===== src/rtl/ser_pkg.sv =====
// ser_pkg: shared FSM state type and counter sizing helper for the serial transmitter.
package ser_pkg;
  typedef enum logic [1:0] {IDLE, SHIFT, PARITY} state_t;
  function automatic int cnt_width(input int n);
    return $clog2(n + 1);
  endfunction
endpackage


===== src/rtl/serializador_paralelo_serial.sv =====
// serializador_paralelo_serial: parallel-in, LSB-first serial transmitter with valid/ready load.
// Define SER_PARITY_EN to append an even-parity bit to every frame.
module serializador_paralelo_serial
  import ser_pkg::*;
#(
  parameter int N_BITS = 4
) (
  input  logic              clk,
  input  logic              reset,
  input  logic              load_valid,
  output logic              load_ready,
  input  logic [N_BITS-1:0] Din,
  output logic              Dout_serie,
  output logic              serie_valid,
  output logic              last_bit,
  output logic              busy
);
  localparam int CW = cnt_width(N_BITS);
  state_t            state;
  logic [N_BITS-1:0] sreg;
  logic [CW-1:0]     cnt;
  logic              fin;
  assign fin = state == SHIFT && cnt == CW'(N_BITS - 1);
`ifdef SER_PARITY_EN
  logic par;
  assign last_bit   = state == PARITY;
  assign Dout_serie = state == SHIFT ? sreg[0] : state == PARITY ? par : 1'b0;
`else
  assign last_bit   = fin;
  assign Dout_serie = state == SHIFT ? sreg[0] : 1'b0;
`endif
  assign serie_valid = state != IDLE;
  assign busy        = serie_valid;
  assign load_ready  = state == IDLE || last_bit;
  // A load in the final frame cycle takes priority, giving gap-free back-to-back frames.
  always_ff @(posedge clk or posedge reset)
    if (reset) begin
      state <= IDLE;
      sreg  <= '0;
      cnt   <= '0;
`ifdef SER_PARITY_EN
      par   <= 1'b0;
`endif
    end else if (load_valid && load_ready) begin
      state <= SHIFT;
      sreg  <= Din;
      cnt   <= '0;
`ifdef SER_PARITY_EN
      par   <= ^Din;
`endif
    end else if (state == SHIFT) begin
      sreg <= sreg >> 1;
      cnt  <= cnt + CW'(1);
`ifdef SER_PARITY_EN
      if (fin) state <= PARITY;
`else
      if (fin) state <= IDLE;
`endif
    end else if (state == PARITY) begin
      state <= IDLE;
    end
endmodule


===== config.mk =====
export PLATFORM = sky130hd
export DESIGN_NAME = serializador_paralelo_serial
export DESIGN_NICKNAME = d
export VERILOG_FILES = /design/src/rtl/ser_pkg.sv /design/src/rtl/serializador_paralelo_serial.sv
export SDC_FILE = /design/constraint.sdc
export NUM_CORES = 1
export LEC_CHECK = 0
export ABC_AREA = 1
export CAP_MARGIN = 10
export CORE_MARGIN = 2
export CORE_UTILIZATION = 35
export CTS_CLUSTER_DIAMETER = 100
export DETAILED_ROUTE_END_ITERATION = 12
export HOLD_SLACK_MARGIN = 0.08
export PLACE_DENSITY = 0.59
export SYNTH_ARGS = -nofsm -noshare
export SYNTH_HDL_FRONTEND = slang
export SYNTH_SLANG_ARGS = --single-unit

===== constraint.sdc =====
create_clock -name clk -period 1.09 [get_ports clk]
set_input_delay 0.218 -clock clk [delete_from_list [all_inputs] [get_ports clk]]
set_output_delay 0.218 -clock clk [all_outputs]
set_load 0.05 [all_outputs]

Yosys cells after proc, flatten, opt, wreduce, memory -nomap -nowiden. Index checks and enable logic that the tools add are counted.

Word-level logic and storage cells: 25. Output and inout port bits: 5. Register bits: 9.

Reductions and logical operators: 8. Mux-type cells: 9. Equality and inequality tests: 4. Add/sub/neg operators: 1.

Operators by type and width (number): $mux 2 (4); $mux 4 (2); $mux 3 (2); $reduce_bool 2->1 (2); $add 3x1->3 const B (1); $eq 3x2->1 const B (1); $ne 3x2->1 const B (1); $reduce_bool 3->1 (1); $eq 2x1->1 const B (1); $eq 2x2->1 const B (1); $logic_and 1x1->1 (2); $logic_not 2->1 (1); $reduce_and 2->1 (1); $logic_or 1x1->1 (1); $mux 1 (1).

Longest topological paths before layout.
Word-level depth: 6. Depth in mapped cells: 8.

Least setup slack after synthesis. OpenSTA, ideal clock, no wires.

Path kind: register to output. Start point: register state[0]. End point: output port Dout_serie. Buffers on the path: 1. Required time: 0.872 ns. Stages on the path, launching flop included: 4. Slack: -0.325 ns. Data arrival time: 1.197 ns. Cells stage by stage: dfrtp_1 buf_6 nand2_1 inv_1.

Cells in the longest elaborated chain, start to end: 2.

RTL lines: from (decl) (RTL line serializador_paralelo_serial.sv:19) `state_t state;`; from (signal assigned) (RTL line serializador_paralelo_serial.sv:38) `state <= IDLE;`; from (signal assigned) (RTL line serializador_paralelo_serial.sv:45) `state <= SHIFT;`; from (signal assigned) (RTL line serializador_paralelo_serial.sv:57) `if (fin) state <= IDLE;`; $eq 2x1->1 (RTL line serializador_paralelo_serial.sv:30) `assign Dout_serie = state == SHIFT ? sreg[0] : 1'b0;`; $mux 1 (RTL line serializador_paralelo_serial.sv:30); to (decl) (RTL line serializador_paralelo_serial.sv:13) `output logic Dout_serie,`.

No other way between the ends.

Final worst setup path.
Start point: register cnt[0]. End point: output port last_bit.

Cells in the longest elaborated chain, start to end: 2.

RTL lines: from (decl) (RTL line serializador_paralelo_serial.sv:21) `logic [CW-1:0] cnt;`; from (signal assigned) (RTL line serializador_paralelo_serial.sv:53) `cnt <= cnt + CW'(1);`; $eq 3x2->1 (RTL line serializador_paralelo_serial.sv:23) `assign fin = state == SHIFT && cnt == CW'(N_BITS - 1);`; $logic_and 1x1->1 (RTL line serializador_paralelo_serial.sv:23); to (decl) (RTL line serializador_paralelo_serial.sv:15) `output logic last_bit,`.

No other way between the ends.

==> parameters.txt <==
Parameter                              Value

Clock network
  Master cell of the clock root buffer    sky130_fd_sc_hd__clkbuf_4
  Number of buffers added by the clock tree synthesis step    3
  TritonCTS clock tree    built
  Number of clock sinks seen by CTS    8
  Post-cts hold buffer count    0
  Clock latency at the later pin of the worst-skew pair    260 ps
  Clock input transition at the sequential cells of the worst setup and hold paths    60 ps
  Number of levels the H-tree was split into    1
  Maximum count of clock buffers along a single path    2

Routing
  First drt pass iteration count    4
  Total length of routed wires    1000 um
  Iteration-0 DRC count of the detailed router    14
  Drc violations    0
  Routed via count divided by cell count    4.58
  Average wire per standard cell    11.0 um
  Via count    417
  ANT nets after route    0

Setup path
  CP max stage cell    sky130_fd_sc_hd__dfrtp_1
  Maximum fanout along the worst path    2
  Launching element of the worst setup path    cnt[0]
  RR Endpoint    sreg[3]
  Element type at the critical path end    output pin
  Worst setup slack for register-to-register paths    -280 ps
  Number of buffers and inverters on the critical path    2
  FF-to-FF Start    cnt[0]
  Kind of start point of the critical path    flop
  Worst reg-to-reg path cell count    9
  Worst Path Required    870 ps
  Gate family responsible for the most delay along the worst path    flip-flops
  Critical path data arrival time    1310 ps
  Worst path cell trace    ha_2 > ha_4 > nand2_4 > clkinvlp_4 > buf_12
  Class of the most critical setup path    reg2out
  Max stage delay on crit path    390 ps

Synth
  Post-synth design cell area    458 um^2
  Library cell with the highest instance count after synthesis    sky130_fd_sc_hd__nand2_1
  Cell taking the most area after synthesis    sky130_fd_sc_hd__dfrtp_1
  FFs w/ async S/R, synth    1.00
  Number of distinct standard cells referenced by the synthesized netlist    14
  Synth top area share    0.437
  Synthesis-stage register bit count    8
  Post-synthesis instance total    54
  Ys flop type    sky130_fd_sc_hd__dfrtp_1
  Post-synth EDFFs    0
  Sequential element share of the synthesized area    0.437
  Syn_nets    63
  Number of warnings printed during yosys synthesis    0
  Synth Area per Inst    8.48 um^2
  Synth cell count leaders    sky130_fd_sc_hd__nand2_1, sky130_fd_sc_hd__dfrtp_1, sky130_fd_sc_hd__inv_1
  Area contributors post-synth    sky130_fd_sc_hd__dfrtp_1, sky130_fd_sc_hd__nand2_1, sky130_fd_sc_hd__nand3_2

Hold path
  Tightest Hold Check Type    in2async

Global routing
  Pin count of the biggest net entering global routing    9
  First-pass GRT wire length    1510 um
  Initial antenna violation count    0
  Total global-route track usage    0.146
  Remaining Overflow, GRT    0
  Number of global-route vias before repair    357

Pwr
  Power density of the placed cells    3130 mW/mm^2
  Peak VDD IR    1.32 mV
  Overall Power    2.56 mW
  Leakage    0.383 nW

STA
  Highest attainable clock frequency    0.656 GHz
  Final setup skew    9.56 ps
  Final setup vio count    13
  Fin crit share    1.40
  Worst slew margin    0.779
  Unrepaired setup endpoints after global routing    true
  Setup slack of the critical path after layout    -434 ps
  Final Hold Violating Endpoints    0
  Final number of max-transition violations    0
  Time the worst path needs with I/O delays and setup    1520 ps
  Tightest Pin Transition    332 ps

Cells and area
  Area occupied by registers    201 um^2
  Layout overhead on the synthesized area    78.4%
  Number of nets at the end of the flow    86
  Number of cells in the finished layout apart from fillers    91
  Filler cell count in the final layout    96
  Proportion of layout cells with a drive suffix above 1    0.579
  # diodes    0
  Multi-input combinational cell area    293 um^2

Die
  Vertical die dimension    40.2 um
  Overall die width    40.2 um
  Initial Util    0.366
  Number of I/O pins    12
  Site row count    13
  Core footprint    0.00125 mm^2
  Die ar.    0.00161 mm^2

Place
  Global placer's final weighted congestion    0.742
  Total instance count after detailed placement    82
  Total half-perimeter wirelength after legalization and detailed placement    616 um
  Number of buffer cells added on primary ports    11

Outcome
  Violations in the final reports    setup timing
  Result of the run    finished, violations left

Flow run
  Maximum Capacitance Violations    0
-- registers in the layout, indices dropped and copies added, names as in the netlist --
register / count
cnt: 3
sreg: 4
state: 1
-- cell usage in the layout, fill, tap and decap left out --
master / instances
sky130_fd_sc_hd__clkbuf_4: 3
sky130_fd_sc_hd__ha_2: 1
sky130_fd_sc_hd__xnor2_1: 1
sky130_fd_sc_hd__inv_2: 1
sky130_fd_sc_hd__inv_1: 5
sky130_fd_sc_hd__o21ai_2: 1
sky130_fd_sc_hd__buf_8: 1
sky130_fd_sc_hd__dfrtp_2: 1
sky130_fd_sc_hd__inv_4: 2
sky130_fd_sc_hd__nand3_2: 6
sky130_fd_sc_hd__clkbuf_1: 1
sky130_fd_sc_hd__nor2_1: 3
sky130_fd_sc_hd__nor2_2: 2
sky130_fd_sc_hd__buf_12: 5
sky130_fd_sc_hd__clkinvlp_4: 2
sky130_fd_sc_hd__nor2_4: 1
sky130_fd_sc_hd__clkdlybuf4s50_1: 6
sky130_fd_sc_hd__buf_4: 7
sky130_fd_sc_hd__nand2_2: 5
sky130_fd_sc_hd__nand2_1: 8
sky130_fd_sc_hd__dfrtp_1: 7
sky130_fd_sc_hd__nand2_4: 3
sky130_fd_sc_hd__nand3_1: 1
sky130_fd_sc_hd__ha_4: 1
sky130_fd_sc_hd__nand2_8: 2
-- how the worst max path moves through the flow --
stage          cells past startpoint  slack (ps)        to
3_5_place_dp                       5        -160   sreg[2]
2_1_floorplan                      4        -140  last_bit
5_1_grt                            5        -490  last_bit
4_1_cts                            5        -440  last_bit
6_report                           5        -430  last_bit
3_3_place_gp                       5        -180   sreg[2]
-- report_power, final --
part | switching (mW) | leakage (nW) | internal [mW]
Combinational | 0.932 | 0.268 | 0.860
Clock | 0.107 | 0.0150 | 0.140
Sequential | 0.0865 | 0.0996 | 0.429
Total | 1.13 | 0.383 | 1.43
-- what timing repair did --
item | CTS | global route
setup buffers | 1 | 3
pin swaps | 2 | 6
endpoints found under the setup margin | 13 | 13
endpoints found under the hold margin | 0 | 0
resized for setup | 1 | 14
gates cloned | 1 | 0
-- through the flow --
step / utilization / worst slack (ps) / hold WS, ps / setup TNS [ps] / cell area [um^2]
finish: 0.652 / -434 / 223 / -3000 / 817
global route: 0.652 / -493 / 261 / -3630 / 817
CTS: 0.594 / -435 / 233 / -2120 / 744
detailed placement: 0.558 / -164 / 478 / -1350 / 699
global placement: 0.558 / -178 / 466 / -1410 / 699
floorplan: - / -144 / 33.6 / -1020 / 509
-- cells by family (layout without fill, tap and decap cells) --
| logic type | Yosys count | after routing | synth area share |
|---|---|---|---|
| XOR/XNOR | 1 | 1 | 0.0191 |
| adder cells (fa/ha/maj) | 2 | 2 | 0.0546 |
| AO/OA/AOI/OAI | 1 | 1 | 0.0191 |
| AND/OR/NAND/NOR | 30 | 31 | 0.347 |
| buffers and inverters | 12 | 33 | 0.123 |
| flip-flops | 8 | 8 | 0.437 |
-- metal layers --
metal	track usage	routed length [um]
met1	0.188	447
met2	0.214	488
met3	0.0167	54
met4	0.125	11
met5	0	0
-- worst register-to-register path: stages (launching register included) --
cell and delay [ps]:
sky130_fd_sc_hd__dfrtp_1 390, sky130_fd_sc_hd__ha_2 200, sky130_fd_sc_hd__ha_4 170, sky130_fd_sc_hd__inv_4 70
sky130_fd_sc_hd__nand2_8 60, sky130_fd_sc_hd__buf_8 130, sky130_fd_sc_hd__nand2_8 100, sky130_fd_sc_hd__inv_4 40
sky130_fd_sc_hd__nand2_2 40, sky130_fd_sc_hd__nand2_1 50
-- final cells by class --
cell class / instances / area share
multi-input combinational: 35 / 0.358
tap: 15 / 0.0230
inverter: 10 / 0.0613
clock buffer: 4 / 0.0322
timing repair buffer: 19 / 0.279
sequential: 8 / 0.247
(Power assumes the default switching activity.)
